<file path="config.mk">
export PLATFORM = sky130hd
export DESIGN_NAME = pc_flow_ctrl
export DESIGN_NICKNAME = d
export VERILOG_FILES = /design/src/rtl/pc_flow_pkg.sv /design/src/rtl/pc_flow_ctrl.sv
export SDC_FILE = /design/constraint.sdc
export NUM_CORES = 1
export LEC_CHECK = 0
export CAP_MARGIN = 20
export CORE_MARGIN = 10
export CORE_UTILIZATION = 32
export CTS_CLUSTER_DIAMETER = 50
export DETAILED_ROUTE_END_ITERATION = 10
export PLACE_DENSITY_LB_ADDON = 0.15
export SLEW_MARGIN = 25
export SYNTH_ARGS = -nofsm -noshare
export SYNTH_HDL_FRONTEND = slang
export SYNTH_SLANG_ARGS = --single-unit
</file>
<file path="constraint.sdc">
create_clock -name clk -period 1.02 [get_ports clk]
set_input_delay 0.153 -clock clk [delete_from_list [all_inputs] [get_ports clk]]
set_output_delay 0.153 -clock clk [all_outputs]
set_load 0.1 [all_outputs]
</file>
<file path="src/rtl/pc_flow_pkg.sv">
// Shared types for pc_flow_ctrl: request kinds, next-PC selects, exception causes and FSM states.
// The exception states exist only when PCFLOW_EXC_EN is defined.
package pc_flow_pkg;

    typedef enum logic [2:0] {
        REQ_SEQ  = 3'd0,
        REQ_JUMP = 3'd1,
        REQ_JR   = 3'd2,
        REQ_BEQ  = 3'd3,
        REQ_BNE  = 3'd4,
        REQ_BGT  = 3'd5,
        REQ_BLE  = 3'd6,
        REQ_RTE  = 3'd7
    } req_kind_e;

    localparam logic [2:0] SEL_ALU     = 3'b000;
    localparam logic [2:0] SEL_ALU_OUT = 3'b001;
    localparam logic [2:0] SEL_JUMP    = 3'b010;
    localparam logic [2:0] SEL_VEC     = 3'b011;
    localparam logic [2:0] SEL_EPC     = 3'b100;

    typedef enum logic [1:0] {
        CAUSE_NONE   = 2'd0,
        CAUSE_OPCODE = 2'd1,
        CAUSE_OVF    = 2'd2,
        CAUSE_DIV0   = 2'd3
    } exc_cause_e;

    typedef enum logic [2:0] {
        IDLE,
        FLOW
`ifdef PCFLOW_EXC_EN
        , EXC_EPC,
        EXC_WAIT,
        EXC_LOAD
`endif
    } state_e;

    function automatic logic [2:0] kind_to_sel(input req_kind_e kind);
        case (kind)
            REQ_SEQ, REQ_JR: kind_to_sel = SEL_ALU;
            REQ_JUMP:        kind_to_sel = SEL_JUMP;
            REQ_RTE:         kind_to_sel = SEL_EPC;
            default:         kind_to_sel = SEL_ALU_OUT;
        endcase
    endfunction

endpackage

</file>
<file path="src/rtl/pc_flow_ctrl.sv">
// Next-PC flow controller: flow requests complete one cycle after acceptance; exceptions run EPC, MEM_LAT wait, load.
// Inputs are ignored while busy (no queuing); exception path built only with PCFLOW_EXC_EN defined.
module pc_flow_ctrl
    import pc_flow_pkg::*;
#(
    parameter int         MEM_LAT  = 2,
    parameter logic [7:0] VEC_BASE = 8'd253
) (
    input  logic       clk,
    input  logic       reset,
    input  logic       req_valid,
    input  logic [2:0] req_kind,
    input  logic       zero,
    input  logic       gt,
    input  logic       exc_opcode,
    input  logic       exc_ovf,
    input  logic       exc_div0,
    output logic [2:0] pc_src_sel,
    output logic       pc_write,
    output logic       epc_write,
    output logic       exc_mem_rd,
    output logic [7:0] vec_addr,
    output logic [1:0] exc_cause,
    output logic       busy,
    output logic       done
);

    state_e     state_q, state_d;
    req_kind_e  kind_q, kind_d;
    logic       zero_q, zero_d;
    logic       gt_q, gt_d;
    logic [2:0] sel_q, sel_d;

`ifdef PCFLOW_EXC_EN
    localparam logic [2:0] WAIT_LAST = 3'(MEM_LAT - 1);

    exc_cause_e cause_q, cause_d, cause_new;
    logic [7:0] vec_q, vec_d;
    logic [2:0] cnt_q, cnt_d;
    logic       exc_any;

    assign exc_any = exc_opcode | exc_ovf | exc_div0;

    always_comb begin
        if (exc_opcode)   cause_new = CAUSE_OPCODE;
        else if (exc_ovf) cause_new = CAUSE_OVF;
        else              cause_new = CAUSE_DIV0;
    end
`else
    logic unused_exc;
    assign unused_exc = ^{exc_opcode, exc_ovf, exc_div0, VEC_BASE, 3'(MEM_LAT)};
`endif

    always_comb begin
        state_d = state_q;
        kind_d  = kind_q;
        zero_d  = zero_q;
        gt_d    = gt_q;
        sel_d   = sel_q;
`ifdef PCFLOW_EXC_EN
        cause_d = cause_q;
        vec_d   = vec_q;
        cnt_d   = cnt_q;
`endif
        case (state_q)
            IDLE: begin
`ifdef PCFLOW_EXC_EN
                // An exception wins over a same-cycle request, which is dropped.
                if (exc_any) begin
                    state_d = EXC_EPC;
                    cause_d = cause_new;
                    vec_d   = VEC_BASE + {6'd0, cause_new} - 8'd1;
                end else
`endif
                if (req_valid) begin
                    state_d = FLOW;
                    kind_d  = req_kind_e'(req_kind);
                    zero_d  = zero;
                    gt_d    = gt;
                    sel_d   = kind_to_sel(req_kind_e'(req_kind));
                end
            end
            FLOW: state_d = IDLE;
`ifdef PCFLOW_EXC_EN
            EXC_EPC: begin
                state_d = EXC_WAIT;
                cnt_d   = 3'd0;
            end
            EXC_WAIT: begin
                if (cnt_q == WAIT_LAST) begin
                    state_d = EXC_LOAD;
                    sel_d   = SEL_VEC;
                end else begin
                    cnt_d = cnt_q + 3'd1;
                end
            end
            EXC_LOAD: state_d = IDLE;
`endif
            default: state_d = IDLE;
        endcase
    end

    always_ff @(posedge clk or posedge reset) begin
        if (reset) begin
            state_q <= IDLE;
            kind_q  <= REQ_SEQ;
            zero_q  <= 1'b0;
            gt_q    <= 1'b0;
            sel_q   <= SEL_ALU;
`ifdef PCFLOW_EXC_EN
            cause_q <= CAUSE_NONE;
            vec_q   <= 8'd0;
            cnt_q   <= 3'd0;
`endif
        end else begin
            state_q <= state_d;
            kind_q  <= kind_d;
            zero_q  <= zero_d;
            gt_q    <= gt_d;
            sel_q   <= sel_d;
`ifdef PCFLOW_EXC_EN
            cause_q <= cause_d;
            vec_q   <= vec_d;
            cnt_q   <= cnt_d;
`endif
        end
    end

    always_comb begin
        pc_write = 1'b0;
        done     = 1'b0;
        case (state_q)
            FLOW: begin
                done = 1'b1;
                case (kind_q)
                    REQ_BEQ: pc_write = zero_q;
                    REQ_BNE: pc_write = ~zero_q;
                    REQ_BGT: pc_write = gt_q;
                    REQ_BLE: pc_write = ~gt_q;
                    default: pc_write = 1'b1;
                endcase
            end
`ifdef PCFLOW_EXC_EN
            EXC_LOAD: begin
                pc_write = 1'b1;
                done     = 1'b1;
            end
`endif
            default: ;
        endcase
    end

    assign busy       = (state_q != IDLE);
    assign pc_src_sel = sel_q;

`ifdef PCFLOW_EXC_EN
    assign epc_write  = (state_q == EXC_EPC);
    assign exc_mem_rd = (state_q == EXC_EPC) || (state_q == EXC_WAIT);
    assign vec_addr   = vec_q;
    assign exc_cause  = cause_q;
`else
    assign epc_write  = 1'b0;
    assign exc_mem_rd = 1'b0;
    assign vec_addr   = 8'd0;
    assign exc_cause  = 2'd0;
`endif

endmodule

</file>
After elaboration in Yosys (flattened, before gate mapping)
Cells that the tools add are included.
W data, S select, Z words.

word-level totals
  register bits = 11
  output and inout port bits = 18
  logic and storage cells = 27

cells by class
  equal/unequal tests = 9
  mux-type cells = 6
  bitwise gates (word level) = 2
  reduce and logical (&&, ||, !) cells = 5

operators with widths
  operator              count
  $eq A3 B3 Y1 const B  4
  $pmux W3 S3           1
  $eq A3 B1 Y1 const B  2
  $eq A3 B2 Y1 const B  2
  $logic_not A3 Y1      2
  $mux W3               2
  $pmux W1 S4           1
  $reduce_bool A3 Y1    1
  $mux W1               2
  $ne A2 B2 Y1 const B  1
  $not A1 Y1            2
  $reduce_and A2 Y1     1
  $reduce_or A2 Y1      1

Longest topological paths before layout
  depth in word-level cells = 3
  mapped depth = 4
  mapped depth without buffers = 3

Worst setup path before layout
No wires, ideal clock.

  kind = reg-to-output
  start = register state_q[0]
  end = output pc_write
  arrival time = 2.603 ns
  data required time = 0.867 ns
  slack = -1.736 ns
  stages on the path, launching flop included = 3
  path buffers = 0
  cell sequence = dfrtp_1 -> o31ai_1 -> a21oi_1

between the ends
  longest elaborated chain between the ends = 2

RTL lines
  item                    RTL line             source
  start, declared         pc_flow_ctrl.sv:28   state_e state_q, state_d;
  start signal, assigned  pc_flow_ctrl.sv:116  state_q <= state_d;
  $eq A3 B1 Y1            pc_flow_ctrl.sv:132  case (state_q)
  $mux W1                 pc_flow_ctrl.sv:132
  end, declared           pc_flow_ctrl.sv:19   output logic pc_write,

No other way between the ends.

Worst setup path after layout
  start = register zero_q
  end = output pc_write

between the ends
  longest elaborated chain between the ends = 3

RTL lines
  item                    RTL line             source
  start, declared         pc_flow_ctrl.sv:30   logic zero_q, zero_d;
  start signal, assigned  pc_flow_ctrl.sv:118  zero_q <= zero_d;
  $not A1 Y1              pc_flow_ctrl.sv:137  REQ_BNE: pc_write = ~zero_q;
  $pmux W1 S4 (*)         pc_flow_ctrl.sv:135  case (kind_q)
  $mux W1 (*)             pc_flow_ctrl.sv:132

Every way passes the cells marked *; elsewhere a longest branch is shown, timed or not.

==> out/qor.log <==
INFO  yosys          yosys.cell_types.count=18
INFO  yosys          synth_area_leaders=sky130_fd_sc_hd__dfrtp_1 44%, sky130_fd_sc_hd__buf_4 19%, sky130_fd_sc_hd__mux2_2 6.6%
INFO  timing         timing.clock.skew=2.073ps
INFO  routing        drt-vias-per-instance=4.231
INFO  floorplanning  coreArea=1506squm
INFO  timing         final-hold-violation-count=0
INFO  cts            worst_setup_hold_path_clk_slew=60ps
INFO  timing         fmax=688.8MHz
INFO  floorplanning  num_io_pins=29
INFO  routing        detailed_route_via_count=385
INFO  cts            clk_path_buf_depth=2
INFO  yosys          ys.warnings.count=0
INFO  cts            cts-root-buf=sky130_fd_sc_hd__clkbuf_4
INFO  timing         final.setup.tns=-1959ps
INFO  routing        route.final.wire_length=1.237mm
INFO  setup_path     critPathCaptureType=primary output
INFO  grt            grt_max_degree=10
INFO  yosys          ys_seq_area_share=43.90%
INFO  cts            clock_tree_from_tritoncts=yes
INFO  timing         worst_hold_slack=155.8ps
INFO  floorplanning  die_w=60.04um
INFO  floorplanning  die_height=60.04um
INFO  yosys          synth_seq_cells=9
INFO  routing        final_antenna_violating_net_count=0
INFO  timing         min_period_over_period=142.3%
INFO  placement      placement.io_buffers=13
INFO  grt            globalRouteOverflowTotal=0
INFO  routing        drtIter0Drc=3
INFO  grt            use_met2=12.35%
INFO  setup_path     critical_path.max_fanout=3
INFO  setup_path     worst_ep_arrival_time=1300ps
INFO  timing         finalMaxSlewViolations=0
INFO  yosys          synth_cells=49
INFO  cts            cts_htree_levels=1
INFO  grt            use_met1=7.739%
INFO  job            drv.max_cap_violation_count=0
INFO  timing         total_setup_violations_reported_at_the_end_of_the_flow=11
INFO  grt            grt_antenna_before_repair=0
INFO  grt            most_used_routing_layer=met2
INFO  layout         count_of_inserted_antenna_diode_cells=0
INFO  yosys          synth_top_area_share=43.90%
INFO  cts            tritoncts_sink_count=9
INFO  grt            grt_pass1_vias=420
INFO  floorplanning  initial_core_util=34.05%
INFO  setup_path     cp-start-kind=flip-flop
INFO  setup_path     critPathKind=reg -> out
INFO  routing        drcViolationCount=0
INFO  layout         design.final.nets=87
INFO  outcome        failing_checks=negative setup slack
INFO  grt            grtUsageMet3=4.237%
INFO  cts            clkLatencyLatePin=250ps
INFO  yosys          postSynthAreaPerCell=10.47squm
INFO  layout         mostFrequentLayoutCell=sky130_fd_sc_hd__conb_1
INFO  outcome        outcome=finished, violations left
INFO  floorplanning  die_area=3605squm
INFO  routing        drt_first_pass_iters=2
INFO  yosys          netlist.top_cell.by_area=sky130_fd_sc_hd__dfrtp_1
INFO  timing         fin_ws=-431.7ps
INFO  routing        routedWlPerCell=13.59um
INFO  timing         final_period_minus_worst_setup_slack=1452ps
INFO  pwr            powerDensity=1714nW/um^2
INFO  cts            numCtsBuffers=3
INFO  layout         most-common-layout-cells=12 x sky130_fd_sc_hd__conb_1, 7 x sky130_fd_sc_hd__clkdlybuf4s50_1, 7 x sky130_fd_sc_hd__buf_4, 6 x sky130_fd_sc_hd__buf_12
INFO  placement      dp.final_hpwl=961.3um
INFO  pwr            ir_drop=0.0008540V
INFO  layout         fin_util=56.81%
INFO  layout         areaGrowthSynthToFinish=66.83%
INFO  layout         post_route_cells_drive_above_1_share=53.33%
INFO  setup_path     crit_required=870ps
INFO  cts            postCtsHoldBufs=0
INFO  yosys          synth_area=513.0squm
INFO  timing         grt_setup_unrepaired=yes
INFO  hold_path      timing.hold.worst.class=in -> async
INFO  floorplanning  std_cell_rows=14
INFO  pwr            p_leak=0.4074nW
INFO  grt            grt_first_pass_wirelength=2.042mm
INFO  placement      final_weighted_congestion_in_routability_driven_placement=0.7216
INFO  grt            grt_use_total=7.774%
## path summary, 6_finish.rpt
kind | startpoint | endpoint | slack (ps) | cells past startpoint
min in group clk | req_kind[0] | pc_src_sel[1]$_DFFE_PP0P_ | 510 | 3
worst max-delay path | zero_q$_DFFE_PP0P_ | pc_write | -430 | 4
worst min-delay path | reset | kind_q[1]$_DFFE_PP0P_ | 160 | 2
max in group asynchronous | reset | state_q[0]$_DFFE_PP0P_ | 580 | 2
worst min register to register | pc_src_sel[0]$_DFFE_PP0P_ | pc_src_sel[0]$_DFFE_PP0P_ | 530 | 2
worst max register to register | state_q[0]$_DFFE_PP0P_ | kind_q[2]$_DFFE_PP0P_ | -200 | 3
## per-stage QoR
step	instances	area (sq um)	power, mW	setup slack [ps]
3_3_place_gp	83	762.0	1.142	-230.2
5_1_grt	91	855.8	1.528	-494.1
6_report	91	855.8	1.467	-431.7
3_5_place_dp	83	762.0	1.150	-273.2
4_1_cts	89	822.0	1.457	-438.7
2_1_floorplan	60	600.6	0.9751	-437.3
## cell usage after synthesis
library cell	count
sky130_fd_sc_hd__a21oi_1	1
sky130_fd_sc_hd__a22o_1	1
sky130_fd_sc_hd__buf_4	13
sky130_fd_sc_hd__buf_6	1
sky130_fd_sc_hd__conb_1	1
sky130_fd_sc_hd__dfrtp_1	9
sky130_fd_sc_hd__inv_1	3
sky130_fd_sc_hd__mux2_2	3
sky130_fd_sc_hd__mux2_4	1
sky130_fd_sc_hd__nand2_1	5
sky130_fd_sc_hd__nand2b_1	1
sky130_fd_sc_hd__nand2b_4	1
sky130_fd_sc_hd__nor2_1	3
sky130_fd_sc_hd__o21ai_0	2
sky130_fd_sc_hd__o31ai_1	1
sky130_fd_sc_hd__o32ai_1	1
sky130_fd_sc_hd__o41ai_2	1
sky130_fd_sc_hd__xor2_1	1
## worst max-delay path: stages, from the launching register on
cell and delay, ps:
sky130_fd_sc_hd__dfrtp_1 410, sky130_fd_sc_hd__buf_6 140, sky130_fd_sc_hd__o31ai_4 260, sky130_fd_sc_hd__a21oi_4 50, sky130_fd_sc_hd__buf_12 180
## per-layer routing
| metal | routed length (um) | up-vias |
|---|---|---|
| met5 | 0 | - |
| met4 | 15 | 0 |
| met3 | 107 | 2 |
| met2 | 586 | 13 |
| met1 | 527 | 182 |
| li1 | - | 188 |
## power breakdown
group	internal (mW)	total [mW]	leakage, nW	switching (mW)
sequential	0.406	0.452	0.104	0.0460
clock	0.151	0.274	0.0150	0.123
combinational	0.257	0.741	0.288	0.485
## final cells by class
| class | instances | area (sq um) |
|---|---|---|
| Sequential cell | 9 | 234.0 |
| Timing Repair Buffer | 24 | 287.8 |
| Inverter | 3 | 11.26 |
| Multi-Input combinational cell | 35 | 276.5 |
| Clock buffer | 4 | 26.28 |
| Tap cell | 16 | 20.02 |
| Fill cell | 141 | 650.6 |
## cell families after synthesis
kind of cell           share of synthesized area, %
AND/OR/NAND/NOR                               9.756
flip-flops                                    43.90
buffers and inverters                         23.41
other                                        0.7310
XOR/XNOR                                      1.708
AO/OA/AOI/OAI                                 10.98
multiplexers                                  9.511
## registers in the layout, indices dropped and copies added (netlist names)
signal and cells:
state_q 1, gt_q 1, pc_src_sel 3, zero_q 1, kind_q 3
## repair_timing
action	CTS	global route
setup endpoints to repair	10	14
setup buffers	1	2
pin swaps	3	0
gates cloned	1	0
resized for setup	4	6
(Power assumes the default switching activity.)
